===== src/rtl/branch_resolve_predict_if.sv =====
// branch_resolve_predict_if: fetch predict port (pred_*) and execute resolve port (res_*, funct3, flags, result pulses, stats)
interface branch_resolve_predict_if #(
  parameter int XLEN = 32,
  parameter int CNT_W = 16
);
  logic pred_valid;
  logic [XLEN-1:0] pred_pc;
  logic pred_taken;
  logic pred_ack;
  logic res_valid;
  logic res_branch;
  logic [XLEN-1:0] res_pc;
  logic [2:0] funct3;
  logic zf;
  logic cf;
  logic sf;
  logic vf;
  logic res_pred_taken;
  logic actual_taken;
  logic mispredict;
  logic illegal_br;
  logic [CNT_W-1:0] br_count;
  logic [CNT_W-1:0] mispred_count;
  modport master (
    output pred_valid, pred_pc, res_valid, res_branch, res_pc, funct3, zf, cf, sf, vf, res_pred_taken,
    input pred_taken, pred_ack, actual_taken, mispredict, illegal_br, br_count, mispred_count
  );
  modport slave (
    input pred_valid, pred_pc, res_valid, res_branch, res_pc, funct3, zf, cf, sf, vf, res_pred_taken,
    output pred_taken, pred_ack, actual_taken, mispredict, illegal_br, br_count, mispred_count
  );
endinterface


===== src/rtl/branch_resolve_predict.sv =====
// branch_resolve_predict: 2-bit BHT predictor + B-type resolver with mispredict pulse and saturating stats; ports clk, rst (async high), bus (slave)
module branch_resolve_predict #(
  parameter int XLEN = 32,
  parameter int IDX_W = 6,
  parameter int CNT_W = 16,
  parameter logic [1:0] INIT_STATE = 2'b01
) (
  input logic clk,
  input logic rst,
  branch_resolve_predict_if.slave bus
);
  logic [1:0] bht [2**IDX_W];
  logic [IDX_W-1:0] pidx;
  logic [IDX_W-1:0] ridx;
  logic go;
  logic legal;
  logic upd;
  logic cond;
  logic unused_pc;
  assign pidx = bus.pred_pc[IDX_W+1:2];
  assign ridx = bus.res_pc[IDX_W+1:2];
  assign unused_pc = ^{bus.pred_pc[1:0], bus.pred_pc[XLEN-1:IDX_W+2], bus.res_pc[1:0], bus.res_pc[XLEN-1:IDX_W+2]};
  always_comb begin
    go = bus.res_valid & bus.res_branch;
    legal = bus.funct3[2:1] != 2'b01;
    upd = go & legal;
    cond = go & (bus.funct3[2:1] == 2'b00 ? bus.zf ^ bus.funct3[0] :
                 bus.funct3[2:1] == 2'b10 ? bus.sf ^ bus.vf ^ bus.funct3[0] :
                 bus.funct3[2:1] == 2'b11 ? ~(bus.cf ^ bus.funct3[0]) : 1'b0);
  end
  always_ff @(posedge clk or posedge rst)
    if (rst) begin
      bus.pred_taken <= 1'b0;
      bus.pred_ack <= 1'b0;
      bus.actual_taken <= 1'b0;
      bus.mispredict <= 1'b0;
      bus.illegal_br <= 1'b0;
      bus.br_count <= '0;
      bus.mispred_count <= '0;
      for (int i = 0; i < 2**IDX_W; i++) bht[i] <= INIT_STATE;
    end else begin
      bus.pred_ack <= bus.pred_valid;
      if (bus.pred_valid) bus.pred_taken <= bht[pidx][1];
      bus.actual_taken <= upd & cond;
      bus.mispredict <= upd & (cond ^ bus.res_pred_taken);
      bus.illegal_br <= go & ~legal;
      if (upd) bht[ridx] <= cond ? (bht[ridx] == 2'd3 ? 2'd3 : bht[ridx] + 2'd1)
                                 : (bht[ridx] == 2'd0 ? 2'd0 : bht[ridx] - 2'd1);
      if (upd && bus.br_count != {CNT_W{1'b1}}) bus.br_count <= bus.br_count + CNT_W'(1);
      if (upd && (cond ^ bus.res_pred_taken) && bus.mispred_count != {CNT_W{1'b1}})
        bus.mispred_count <= bus.mispred_count + CNT_W'(1);
    end
endmodule


===== src/flat_wrapper.sv =====
// flat-port wrapper written by rule: the top's interface ports become plain ports
module branch_resolve_predict_flat 
#(
  parameter int XLEN = 32,
  parameter int IDX_W = 6,
  parameter int CNT_W = 16,
  parameter logic [1:0] INIT_STATE = 2'b01
)
  (clk, rst, bus_pred_valid, bus_pred_pc, bus_res_valid, bus_res_branch, bus_res_pc, bus_funct3, bus_zf, bus_cf, bus_sf, bus_vf, bus_res_pred_taken, bus_pred_taken, bus_pred_ack, bus_actual_taken, bus_mispredict, bus_illegal_br, bus_br_count, bus_mispred_count);
  branch_resolve_predict_if #(.XLEN(XLEN), .CNT_W(CNT_W)) bus_i ();
  input logic clk;
  input logic rst;
  input wire logic [$bits(bus_i.pred_valid)-1:0] bus_pred_valid;
  input wire logic [$bits(bus_i.pred_pc)-1:0] bus_pred_pc;
  input wire logic [$bits(bus_i.res_valid)-1:0] bus_res_valid;
  input wire logic [$bits(bus_i.res_branch)-1:0] bus_res_branch;
  input wire logic [$bits(bus_i.res_pc)-1:0] bus_res_pc;
  input wire logic [$bits(bus_i.funct3)-1:0] bus_funct3;
  input wire logic [$bits(bus_i.zf)-1:0] bus_zf;
  input wire logic [$bits(bus_i.cf)-1:0] bus_cf;
  input wire logic [$bits(bus_i.sf)-1:0] bus_sf;
  input wire logic [$bits(bus_i.vf)-1:0] bus_vf;
  input wire logic [$bits(bus_i.res_pred_taken)-1:0] bus_res_pred_taken;
  output wire logic [$bits(bus_i.pred_taken)-1:0] bus_pred_taken;
  output wire logic [$bits(bus_i.pred_ack)-1:0] bus_pred_ack;
  output wire logic [$bits(bus_i.actual_taken)-1:0] bus_actual_taken;
  output wire logic [$bits(bus_i.mispredict)-1:0] bus_mispredict;
  output wire logic [$bits(bus_i.illegal_br)-1:0] bus_illegal_br;
  output wire logic [$bits(bus_i.br_count)-1:0] bus_br_count;
  output wire logic [$bits(bus_i.mispred_count)-1:0] bus_mispred_count;
  assign bus_i.pred_valid = bus_pred_valid;
  assign bus_i.pred_pc = bus_pred_pc;
  assign bus_i.res_valid = bus_res_valid;
  assign bus_i.res_branch = bus_res_branch;
  assign bus_i.res_pc = bus_res_pc;
  assign bus_i.funct3 = bus_funct3;
  assign bus_i.zf = bus_zf;
  assign bus_i.cf = bus_cf;
  assign bus_i.sf = bus_sf;
  assign bus_i.vf = bus_vf;
  assign bus_i.res_pred_taken = bus_res_pred_taken;
  assign bus_pred_taken = bus_i.pred_taken;
  assign bus_pred_ack = bus_i.pred_ack;
  assign bus_actual_taken = bus_i.actual_taken;
  assign bus_mispredict = bus_i.mispredict;
  assign bus_illegal_br = bus_i.illegal_br;
  assign bus_br_count = bus_i.br_count;
  assign bus_mispred_count = bus_i.mispred_count;
  branch_resolve_predict #(.XLEN(XLEN), .IDX_W(IDX_W), .CNT_W(CNT_W), .INIT_STATE(INIT_STATE)) u_core (.clk(clk), .rst(rst), .bus(bus_i));
endmodule

===== config.mk =====
export PLATFORM = sky130hd
export DESIGN_NAME = branch_resolve_predict_flat
export DESIGN_NICKNAME = d
export VERILOG_FILES = /design/src/rtl/branch_resolve_predict_if.sv /design/src/rtl/branch_resolve_predict.sv /design/src/flat_wrapper.sv
export SDC_FILE = /design/constraint.sdc
export NUM_CORES = 1
export LEC_CHECK = 0
export CAP_MARGIN = 10
export CORE_MARGIN = 10
export CORE_UTILIZATION = 55
export CTS_BUF_LIST = sky130_fd_sc_hd__clkbuf_8
export DETAILED_ROUTE_END_ITERATION = 8
export GPL_TIMING_DRIVEN = 0
export HOLD_SLACK_MARGIN = 0.12
export PLACE_DENSITY = 0.85
export SYNTH_ARGS = -nofsm -noshare
export SYNTH_HDL_FRONTEND = slang
export SYNTH_SLANG_ARGS = --single-unit

===== constraint.sdc =====
create_clock -name clk -period 7.7 [get_ports clk]
set_input_delay 2.31 -clock clk [delete_from_list [all_inputs] [get_ports clk]]
set_output_delay 2.31 -clock clk [all_outputs]
set_load 0.02 [all_outputs]

==> impl_metrics.json <==
{
  "outcome": "finished, final reports clean",
  "dr_wl_met2_um": 11500,
  "maxClockFrequency_mhz": 203,
  "cp_data_required_time_ns": 7.99,
  "worstPathMaxFanout": 10,
  "fin_crit_ns": 4.92,
  "die_area_sq_mm": 0.0221,
  "routability_congestion_estimate": 0.986,
  "finalHoldWorstSlack_ns": 0.471,
  "synthArstFlopShare": 1.00,
  "wl_met1_um": 10300,
  "power_leakage_nw": 4.17,
  "worst_setup_path_end_kind": "register",
  "diodes": 0,
  "nNetsFinal": 1019,
  "postSynthNetCount": 941,
  "setup_viol": 0,
  "row_count": 47,
  "yosysWarnings": 0,
  "seq_area_frac_synth": 0.461,
  "cp_data_arrival_time_ns": 5.21,
  "setup_tns_ns": 0,
  "postRouteWirelength_um": 26100,
  "total_power_consumption_mw": 2.11,
  "grt_remaining_overflow": 0,
  "period_share": 0.639,
  "cts-resized-gates": 0,
  "dp_worst_setup_slack_ns": 2.32,
  "yosys.cell_types.count": 67,
  "grt_start_max_net_pins": 119,
  "area_growth_syn_to_layout_pct": 14.0,
  "slew_limit_fails": 0,
  "ys_top_cells_by_area": "dfrtp_1 28%, dfstp_2 18%, mux4_2 6.7%",
  "initial_utilization": 0.556,
  "drive_gt1_frac": 0.231,
  "synthesis.area_per_instance_sq_um": 10.6,
  "antenna_violations_before_repair": 0,
  "grt_setup_unrepaired": "no",
  "most_common_cell_after_layout_fill_and_taps_aside": "nor2_1",
  "vias": 7444,
  "regToRegSetupSlack_ns": 4.96,
  "root_buffer": "clkbuf_8",
  "synth_area_sq_mm": 0.00912,
  "place.port_buffers": 57,
  "final_cell_area_sq_mm": 0.0104,
  "place_hpwl_um": 18700,
  "fp.dieH_um": 149,
  "hold_violations_final": 0,
  "leading_cell_types_in_the_layout_fill_and_taps_excluded": "107 x nor2_1, 101 x dfrtp_1, 84 x nand2_1",
  "drtAntennaViolNets": 0,
  "power_per_cell_area_mw_per_mm2": 203,
  "grt_pass1_vias": 7661,
  "synth-edff-count": 0,
  "maxCapViolations": 0,
  "postCtsHoldBufs": 0,
  "tritoncts": "done",
  "routed-wl-met3_um": 2710,
  "clk_pin_slew_ns": 0.09,
  "syn_inst": 862,
  "tightest_slew_ns": 1.21,
  "firstDrtPassIters": 5,
  "drt_iter0_drc": 917,
  "clk_path_buf_depth": 2,
  "synth_top_cell_by_area": "dfrtp_1",
  "filler_cell_count_in_the_final_layout": 1267,
  "placed_inst_area_sq_mm": 0.0100,
  "total_number_of_clock_tree_sinks": 165,
  "power.ir.vdd_worst_mv": 0.180,
  "final.setup_skew_ns": 0.0168,
  "ys.flop_type": "dfrtp_1",
  "start_kind": "primary input",
  "drc_errors": 0,
  "ctsHtreeMaxLevel": 4,
  "routed_via_density": 6.35,
  "cts_setup_buffers": 0,
  "clock_latency_ns": 0.48,
  "floorplan.die.width_um": 149,
  "grt_first_pass_wirelength_um": 41900,
  "finalWorstSetupSlack_ns": 2.78,
  "core-area_sq_mm": 0.0164,
  "cts_buffers": 17,
  "max_slew_margin": 0.187,
  "grt_use_total": 0.241,
  "top_signal_layer_used": "met4",
  "postSynthRegisterBits": 165,
  "design.portCount": 114,
  "fraction_of_synthesized_cell_area_taken_by_the_top_area_cell_type": 0.277,
  "worstSetupPathType": "in2reg",
  "min-delay-path-class": "reg2reg",
  "route.detailed.wl_per_inst_um": 22.3
}
==> through the flow <==
step,std cells,utilization
detailed placement,1141,0.610
floorplan,862,-
CTS,1172,0.634
global placement,1139,0.607
global route,1172,0.634
finish,1172,0.634
==> routing by layer <==
layer | track usage | up-vias
li1 | - | 3270
met5 | 0 | -
met2 | 0.361 | 427
met4 | 0.137 | 0
met3 | 0.0698 | 115
met1 | 0.307 | 3632
==> report_power, final <==
part	internal [mW]	switching [mW]	leakage, nW
combinational	0.200	0.234	1.97
clock	0.293	0.338	0.192
sequential	0.959	0.0854	2.00
total	1.45	0.658	4.17
==> critical path, stage by stage <==
cell and delay [ns]:
clkdlybuf4s50_1 0.61, buf_6 0.19, mux4_2 0.50, mux2i_1 0.17
o22a_1 0.16, nand4_1 0.15, a2111oi_4 0.37, maj3_2 0.28
buf_6 0.18, buf_6 0.18, a31oi_1 0.10
==> flip-flops by register name, indices dropped and copies added (netlist names) <==
| name | flops |
|---|---|
| u_core.bht | 128 |
| u_core.bus.actual_taken | 1 |
| u_core.bus.br_count | 16 |
| u_core.bus.illegal_br | 1 |
| u_core.bus.mispred_count | 16 |
| u_core.bus.mispredict | 1 |
| u_core.bus.pred_ack | 1 |
| u_core.bus.pred_taken | 1 |
==> layout make-up <==
cell class                 count  area (sq um)  area share
multi-input combinational    618          4390       0.422
sequential                   165          4210       0.405
timing repair buffer          59           606      0.0582
buffer                        66           478      0.0460
tap                          220           275      0.0265
clock buffer                  18           248      0.0238
clock inverter                13           134      0.0129
inverter                      13          56.3     0.00542
==> worst paths after layout <==
check,start,to,cells after the start
max in group asynchronous,rst,u_core.bht[77]$_DFFE_PP0P_,3
min in group asynchronous,rst,u_core.bus.br_count[6]$_DFFE_PP0P_,2
worst max register to register,u_core.bht[77]$_DFFE_PP0P_,u_core.bht[125]$_DFFE_PP0P_,9
worst min register to register,u_core.bht[42]$_DFFE_PP1P_,u_core.bht[42]$_DFFE_PP1P_,2
worst max-delay path,bus_res_pc[2],u_core.bht[125]$_DFFE_PP0P_,11
worst min-delay path,u_core.bht[42]$_DFFE_PP1P_,u_core.bht[42]$_DFFE_PP1P_,2
==> cell families (layout without fill, tap and decap cells) <==
logic type | after synthesis | in the layout | share of synthesized area
xor gates and xnor gates | 31 | 31 | 0.0314
muxes | 72 | 72 | 0.123
DFF | 165 | 165 | 0.461
adders and majority gates | 4 | 4 | 0.00521
and+or+nand+nor | 284 | 284 | 0.143
AOI/OAI and AO/OA | 227 | 227 | 0.179
buffers and inverters | 79 | 169 | 0.0578
==> synth_stat cells (all sizes together), types with 7 or more instances <==
cell type  number
o21ai          66
xnor2          11
nor2          107
o31ai          31
a21oi          71
buf            36
a31oi          23
mux4           30
inv            13
dfstp          64
nand3          25
mux2i          31
clkbuf         30
nand4           9
nand2          84
nand3b          7
mux2           11
nor2b           8
xor2           19
dfrtp         101
Note: power is estimated with default switching activity, not from simulation.
